`src/rtl/bcd_hc595_display.sv`:
```
// bcd_hc595_display
// Scans a 3-digit packed BCD value onto a 74HC595-driven multiplexed
// seven-segment display. Each refresh tick one digit is sent to the shift
// registers as a 16-bit {seg, sel} word, MSB first, and then latched.
// The word includes leading-zero blanking, an 'E' glyph for non-BCD
// nibbles, and the overflow flag shown on digit 0's decimal point.
module bcd_hc595_display #(
  parameter int SCAN_DIV = 50000,
  parameter int SCLK_DIV = 2
) (
  input  logic        Clk,
  input  logic        Rst,
  input  logic [11:0] q,
  input  logic        Cout,
  input  logic        Ovf_clr,
  output logic        DS,
  output logic        SH_CP,
  output logic        ST_CP,
  output logic        Busy
);

  localparam int TW = $clog2(SCAN_DIV + 1);
  localparam int PW = $clog2(2 * SCLK_DIV + 1);

  typedef enum logic [1:0] {
    IDLE  = 2'd0,
    SHIFT = 2'd1,
    LATCH = 2'd2
  } state_e;

  // Active-low common-anode segment pattern; anything above 9 shows 'E'.
  function automatic logic [7:0] seg_enc(input logic [3:0] n);
    logic [7:0] s;
    case (n)
      4'd0:    s = 8'hC0;
      4'd1:    s = 8'hF9;
      4'd2:    s = 8'hA4;
      4'd3:    s = 8'hB0;
      4'd4:    s = 8'h99;
      4'd5:    s = 8'h92;
      4'd6:    s = 8'h82;
      4'd7:    s = 8'hF8;
      4'd8:    s = 8'h80;
      4'd9:    s = 8'h90;
      default: s = 8'h86;
    endcase
    return s;
  endfunction

  state_e          state_q, state_d;
  logic [TW-1:0]   tick_cnt_q, tick_cnt_d;
  logic [PW-1:0]   ph_q, ph_d;
  logic [3:0]      bit_q, bit_d;
  logic [15:0]     shreg_q, shreg_d;
  logic [1:0]      dig_q, dig_d;
  logic            ovf_q, ovf_d;
  logic            ds_d, shcp_d, stcp_d, busy_d;
  logic            tick_s, ph_last_s;
  logic [7:0]      seg_s, sel_s;
  logic [15:0]     word_s;

  assign tick_s    = (tick_cnt_q == TW'(SCAN_DIV - 1));
  assign ph_last_s = (ph_q == PW'(2 * SCLK_DIV - 1));

  // Refresh tick divider and overflow flag (clear wins over set).
  always_comb begin
    tick_cnt_d = tick_s ? '0 : tick_cnt_q + TW'(1);
    if (Ovf_clr) begin
      ovf_d = 1'b0;
    end else if (Cout) begin
      ovf_d = 1'b1;
    end else begin
      ovf_d = ovf_q;
    end
  end

  // Build the {seg, sel} word for the current digit from the live inputs.
  always_comb begin
    seg_s = 8'hFF;
    case (dig_q)
      2'd0: begin
        seg_s = seg_enc(q[3:0]);
        if (ovf_q) begin
          seg_s[7] = 1'b0;
        end else begin
          seg_s[7] = seg_s[7];
        end
      end
      2'd1: begin
        if ((q[11:8] == 4'd0) && (q[7:4] == 4'd0)) begin
          seg_s = 8'hFF;
        end else begin
          seg_s = seg_enc(q[7:4]);
        end
      end
      2'd2: begin
        if (q[11:8] == 4'd0) begin
          seg_s = 8'hFF;
        end else begin
          seg_s = seg_enc(q[11:8]);
        end
      end
      default: seg_s = 8'hFF;
    endcase
    sel_s  = ~(8'h01 << dig_q);
    word_s = {seg_s, sel_s};
  end

  // Frame FSM next state plus the registered output values it implies.
  always_comb begin
    state_d = state_q;
    ph_d    = ph_q;
    bit_d   = bit_q;
    shreg_d = shreg_q;
    dig_d   = dig_q;
    case (state_q)
      IDLE: begin
        if (tick_s) begin
          state_d = SHIFT;
          shreg_d = word_s;
          bit_d   = 4'd15;
          ph_d    = '0;
        end else begin
          ph_d = '0;
        end
      end
      SHIFT: begin
        if (ph_last_s) begin
          ph_d = '0;
          if (bit_q == 4'd0) begin
            state_d = LATCH;
          end else begin
            bit_d   = bit_q - 4'd1;
            shreg_d = {shreg_q[14:0], 1'b0};
          end
        end else begin
          ph_d = ph_q + PW'(1);
        end
      end
      LATCH: begin
        if (ph_last_s) begin
          state_d = IDLE;
          ph_d    = '0;
          dig_d   = (dig_q == 2'd2) ? 2'd0 : dig_q + 2'd1;
        end else begin
          ph_d = ph_q + PW'(1);
        end
      end
      default: state_d = IDLE;
    endcase
    ds_d   = (state_d == SHIFT) && shreg_d[15];
    shcp_d = (state_d == SHIFT) && (ph_d >= PW'(SCLK_DIV));
    stcp_d = (state_d == LATCH) && (ph_d < PW'(SCLK_DIV));
    busy_d = (state_d != IDLE);
  end

  // State, counters, snapshot register and registered outputs.
  always_ff @(posedge Clk or posedge Rst) begin
    if (Rst) begin
      state_q    <= IDLE;
      tick_cnt_q <= '0;
      ph_q       <= '0;
      bit_q      <= 4'd0;
      shreg_q    <= 16'h0000;
      dig_q      <= 2'd0;
      ovf_q      <= 1'b0;
      DS         <= 1'b0;
      SH_CP      <= 1'b0;
      ST_CP      <= 1'b0;
      Busy       <= 1'b0;
    end else begin
      state_q    <= state_d;
      tick_cnt_q <= tick_cnt_d;
      ph_q       <= ph_d;
      bit_q      <= bit_d;
      shreg_q    <= shreg_d;
      dig_q      <= dig_d;
      ovf_q      <= ovf_d;
      DS         <= ds_d;
      SH_CP      <= shcp_d;
      ST_CP      <= stcp_d;
      Busy       <= busy_d;
    end
  end

endmodule

```
`config.mk`:
```
export PLATFORM = sky130hd
export DESIGN_NAME = bcd_hc595_display
export DESIGN_NICKNAME = d
export VERILOG_FILES = /design/src/rtl/bcd_hc595_display.sv
export SDC_FILE = /design/constraint.sdc
export NUM_CORES = 1
export LEC_CHECK = 0
export ABC_AREA = 1
export BUFFER_PORTS_ARGS = -buffer_cell sky130_fd_sc_hd__buf_2
export CORE_UTILIZATION = 55
export DETAILED_ROUTE_END_ITERATION = 10
export GPL_TIMING_DRIVEN = 0
export PLACE_DENSITY = 0.78
export SLEW_MARGIN = 20
export SYNTH_ARGS = -nofsm -noshare
export SYNTH_HDL_FRONTEND = slang
export SYNTH_SLANG_ARGS = --single-unit
```
`constraint.sdc`:
```
create_clock -name Clk -period 1.9 [get_ports Clk]
set_input_delay 0.38 -clock Clk [delete_from_list [all_inputs] [get_ports Clk]]
set_output_delay 0.38 -clock Clk [all_outputs]
set_load 0.01 [all_outputs]
```
Word level (Yosys, flattened, before mapping):

Memory sizes are Yosys's and may differ from the RTL's.
Cells that the tools add are included.

* input port bits: 16
* logic and storage cells: 72
* bits in registers: 48
* memory bits (read-only): 336
* memories: 3

* equality and inequality tests: 11
* reductions and logical operators: 15
* add/sub/neg operators: 4
* muxes and demuxes: 23
* shifts and indexed selects: 1
* bitwise gates (word level): 1
* $lt $le $gt $ge: 2

Memory list
* (name not given): words 16, width 7, rd ports 1, clocked after memory_dff 0, write ports 0, RTL line 34 `case (n)`
* (name not given): words 16, width 7, rd ports 1, clocked after memory_dff 0, write ports 0, RTL line 34
* (name not given): words 16, width 7, rd ports 1, clocked after memory_dff 0, write ports 0, RTL line 34

Operators by type and width (number)
* $mux 16: 4
* $pmux 16 s2: 1
* $pmux 8 s3: 1
* $add 16x1->16 const B: 1
* $eq 16x16->1 const B: 1
* $mux 8: 2
* $logic_not 4->1: 3
* $mux 4: 3
* $mux 2: 5
* $not 8->8: 1
* $pmux 4 s2: 1
* $shl 1x2->8 const A: 1
* $eq 2x1->1 const B: 3
* $eq 2x2->1 const B: 3
* $ne 2x2->1 const B: 3
* $pmux 2 s3: 1
* $pmux 3 s2: 1
* $reduce_bool 2->1: 3
* $logic_and 1x1->1: 4
* $logic_not 2->1: 2
* $reduce_and 4->1: 1
* $sub 4x1->4 const B: 1
* $add 3x1->3 const B: 1
* $eq 3x2->1 const B: 1
* other kinds (7): 9

Depth between registers and ports, before layout:

* word-level depth: 7
* gate-level depth with buffers: 12
* depth with buffers taken out: 12

Worst setup path before layout:

Ideal clock, no wire load.

* path kind: reg2reg
* from: reg state_q[0]
* to: reg DS
* path slack: 0.381 ns
* arrival time: 1.447 ns
* data required time: 1.829 ns
* path buffers: 1
* library setup time: 0.071 ns
* stages on the path, launching flop included: 10
* cells stage by stage: dfrtp_1 > inv_1 > ha_1 > buf_2 > a21oi_1 > o21ai_0 > nand2_1 > a21oi_4 > nand2_1 > nor2_1

* longest elaborated chain between the ends: 5
* elaborated cells between the ends (all ways): 11
* those cells by class: 3 x eq/ne; 6 x mux; 2 x reduce/logical

RTL lines
* from (decl): RTL line 50 `state_e state_q, state_d;`
* from (signal assigned): RTL line 172 `state_q <= state_d;`
* $mux 2: RTL line 130 `if (bit_q == 4'd0) begin`
* $mux 2: RTL line 128 `if (ph_last_s) begin`
* $pmux 2 s3 (*): RTL line 116 `case (state_q)`
* net state_d[0]: RTL line 50
* $eq 2x1->1 (*): RTL line 151 `ds_d = (state_d == SHIFT) && shreg_d[15];`
* $logic_and 1x1->1 (*): RTL line 151
* net ds_d: RTL line 57 `logic ds_d, shcp_d, stcp_d, busy_d;`
* to (signal assigned): RTL line 179 `DS <= ds_d;`
* to (decl): RTL line 16 `output logic DS,`

Mark *: on every way through the listed nets, which the timed path passes. The rest lies on a longest branch.
A chain may end at the register's enable or synchronous reset.

Worst setup path in the final report:

* from: reg state_q[0]
* to: reg SH_CP

* longest elaborated chain between the ends: 5
* elaborated cells between the ends (all ways): 13
* those cells by class: 1 x order compare; 3 x eq/ne; 6 x mux; 3 x reduce/logical

RTL lines
* $mux 2: RTL line 130
* $mux 2: RTL line 128
* $pmux 2 s3 (*): RTL line 116
* net state_d[0]: RTL line 50
* $eq 2x1->1 (*): RTL line 152 `shcp_d = (state_d == SHIFT) && (ph_d >= PW'(SCLK_DIV));`
* $logic_and 1x1->1 (*): RTL line 152
* net shcp_d: RTL line 57
* to (signal assigned): RTL line 180 `SH_CP <= shcp_d;`
* to (decl): RTL line 17 `output logic SH_CP,`

Marked as above.

==> implementation parameters <==
Parameter                              Value

Setup path
  Worst path slowest cell    dfrtp_1
  Most common cell type on the critical path    nand2_1
  Crit-path cells    inv_1 > ha_1 > buf_4 > a21oi_1 > o21ai_0 > nand2_1 > a21oi_4 > nand2_1 > nor2_1
  Required time worst endpoint    2.12 ns
  Critical path data arrival time    1.94 ns
  Delay of the slowest cell on the worst path    0.41 ns
  Crit. End Element    flip-flop
  Reg2Reg Depth    9
  Largest fanout of any net on the critical path    10
  Class of the most critical setup path    reg2reg
  Type of element launching the critical path    flip-flop

Timing
  Final Max Slew Viols    0
  Final setup violation count    0
  Total count of hold-check failures in the final report    0
  Unrepaired setup endpoints after global routing    false
  Worst max-slew margin expressed relative to the limit    0.721
  Worst-margin pin slew    0.418 ns
  Share of the cycle needed by the critical path after routing    0.906
  Maximum clock skew at final layout    0.00637 ns
  Upper clock frequency limit    0.581 GHz
  Final critical path time including I/O delays and setup    1.72 ns

Power and ir drop
  Power Density    489 mW/mm^2
  Share of power burned in combinational logic    0.089
  Power dissipated by switching net loads    438 uW
  Design Power    1760 uW
  Internal Pwr Total    1330 uW
  Worst ir drop on vdd    410 uV
  Seq pwr share    0.580
  LEAKAGE    0.00195 uW
  Clock power frac    0.331
  Switching Share    0.248

Drt
  DR vias    2,804
  Total detailed-routing wirelength    6350 um
  Routed length per placed instance    11.5 um
  Remaining DRCs    0
  Final antenna-violating net count    0
  Drt first-iter violations    198
  Vias per cell    5.09
  Length of the first detailed-routing pass in iterations    5

CTS
  CTS sink cnt    48
  Maximum count of clock buffers along a single path    2
  Post-CTS setup buffer count    0
  Post-cts gate resize count    0
  Worst-skew pair later-pin latency    0.30 ns
  Max H-tree Level    2
  Total CTS buffers    5
  TritonCTS clock tree    built
  CTS clock-pin slew for the worst setup and hold paths    0.09 ns
  Root buffer cell    clkbuf_8
  Hold-fix buffer count after cts    0

Yosys
  Share of synthesized registers carrying an async set or reset    1.00
  Top cell type by total area after synthesis    dfrtp_1
  Cell area after synthesis    0.00331 mm^2
  Count of synthesis-stage warnings from yosys    0
  Syn_area_per_cell    7.30 um^2
  Cell types with the highest counts after synthesis    127 x nand2_1, 71 x inv_1, 50 x nor2_1, 48 x dfrtp_1, 30 x nand3_1
  Share of the yosys chip area belonging to registers    0.363
  Number of flops mapped to enable cells by yosys    0
  Number of instances in the synthesized netlist    453
  Number of library cell types mapped by synthesis    36
  Flip-flop and latch count after synthesis    48
  Synthesized Nets    497
  Most area-consuming cells after synthesis    dfrtp_1 36%, nand2_1 14%, ha_1 11%
  Most common flop cell mapped by yosys    dfrtp_1
  Synth top area share    0.363
  Cell with the most instances after synthesis    nand2_1

Min path
  Path class of the lowest-slack min-delay path    in2async

Die
  I/O pin total    20
  X dimension of the die    79.5 um
  Number of core rows    27
  Initial standard-cell utilization of the core    0.586
  Placeable core area    0.00564 mm^2
  Total Die Area    0.00633 mm^2
  Vertical die dimension    79.5 um

GRT
  Largest net degree at the start of global routing    31
  Remaining global-route overflow    0
  Number of antenna violations at the first check in global routing    0
  Number of global-route vias before repair    2,691
  Total Routing Usage GR    0.224
  First-pass GRT wire length    11,200 um

Place
  Placer's final routability congestion estimate    0.900
  Count of port buffers added during placement    18
  DP Wirelength    4980 um

Layout
  Antenna fix cells    0
  Fill cells    501
  Storage element area    0.00120 mm^2
  Post-synthesis to final-layout area growth    9.00%
  Area occupied by multi-input gates    0.00180 mm^2
  Share of the core filled with cells in the final layout    0.639
  Share of layout cells above drive strength 1    0.127
  Number of nets in the finished design    523

Run status
  Run status    finished clean

Job
  Max-cap check violation count    0
## power groups by stage
stage	registers (uW)	clock network (uW)	logic, uW
after floorplan	1040	0	100
after global placement	1040	0	146
after detailed placement	1040	0	157
after CTS	1020	601	158
after global routing	1020	638	184
final	1020	584	157
## area by class of cell
type / instances / area share
plain buffers: 6 / 0.0125
clock buffers: 5 / 0.0191
clock inverters: 2 / 0.00347
inverters: 74 / 0.0771
multi-input cells: 325 / 0.499
flip-flops and latches: 48 / 0.333
well taps: 72 / 0.0250
repair buffers: 19 / 0.0305
## kinds of logic after synthesis
kind of cell    Yosys count  share of synthesized area
compound gates           50                     0.0931
xor+xnor                  9                     0.0238
fa+ha+maj                28                      0.106
flops                    48                      0.363
buf+inv                  80                     0.0965
simple gates            238                      0.317
## flip-flops by register name, indices dropped and copies added, names as in the netlist
name and flops:
Busy 1, DS 1, SH_CP 1, ST_CP 1, bit_q 4, dig_q 2
ovf_q 1, ph_q 3, shreg_q 16, state_q 2, tick_cnt_q 16
## cells in the final DEF (no fill, tap or decap), types with 2 or more instances in the layout
cell        n
a21oi_1    10
buf_2      20
buf_6       2
clkbuf_8    5
dfrtp_1    48
ha_1       28
inv_1      70
inv_2       4
nand2_1   127
nand2_2     4
nand2_4     2
nand3_1    30
nand3_4     2
nand4_1     4
nor2_1     48
nor2_2      4
nor2_4      3
nor2b_1     2
nor3_1      7
o211ai_1    5
o21ai_0    22
o21ai_2     6
xor2_1      9
## through the flow
step           hold WS (ns)  TNS [ns]  setup WS, ns  instance area (um^2)  std cells
2_1_floorplan         0.433         0         0.376                  3310        453
6_report             0.0622         0         0.179                  3600        551
3_5_place_dp          0.400         0        0.0950                  3510        544
4_1_cts              0.0743         0        0.0736                  3590        551
3_3_place_gp          0.446    -10.03        -0.211                  3490        543
5_1_grt              0.0888         0        0.0140                  3600        551
## critical path, delay by kind of cell (launching register included)
kind                       cells  cell delay [ns]
buffers and inverters          2             0.37
adders and majority gates      1             0.26
and+or+nand+nor                3             0.32
AOI/OAI and AO/OA              3             0.30
DFF                            1             0.41
## routing by layer
metal / vias up / global-route usage / share of wire
li1: 1461 / - / -
met1: 1283 / 0.297 / 0.48
met2: 51 / 0.366 / 0.47
met3: 9 / 0.0457 / 0.038
met4: 0 / 0.0709 / 0.011
met5: - / 0 / 0
## final timing paths
check,startpoint,to,slack [ns]
max in group asynchronous,Rst,tick_cnt_q[7],1.35
min in group Clk,Ovf_clr,ovf_q,0.23
setup reg to reg,state_q[0],SH_CP,0.18
hold reg to reg,tick_cnt_q[0],tick_cnt_q[0],0.46
hold / removal,Rst,shreg_q[5],0.06
setup / recovery,state_q[0],SH_CP,0.18
No activity file was read; power rests on OpenSTA's default activity.
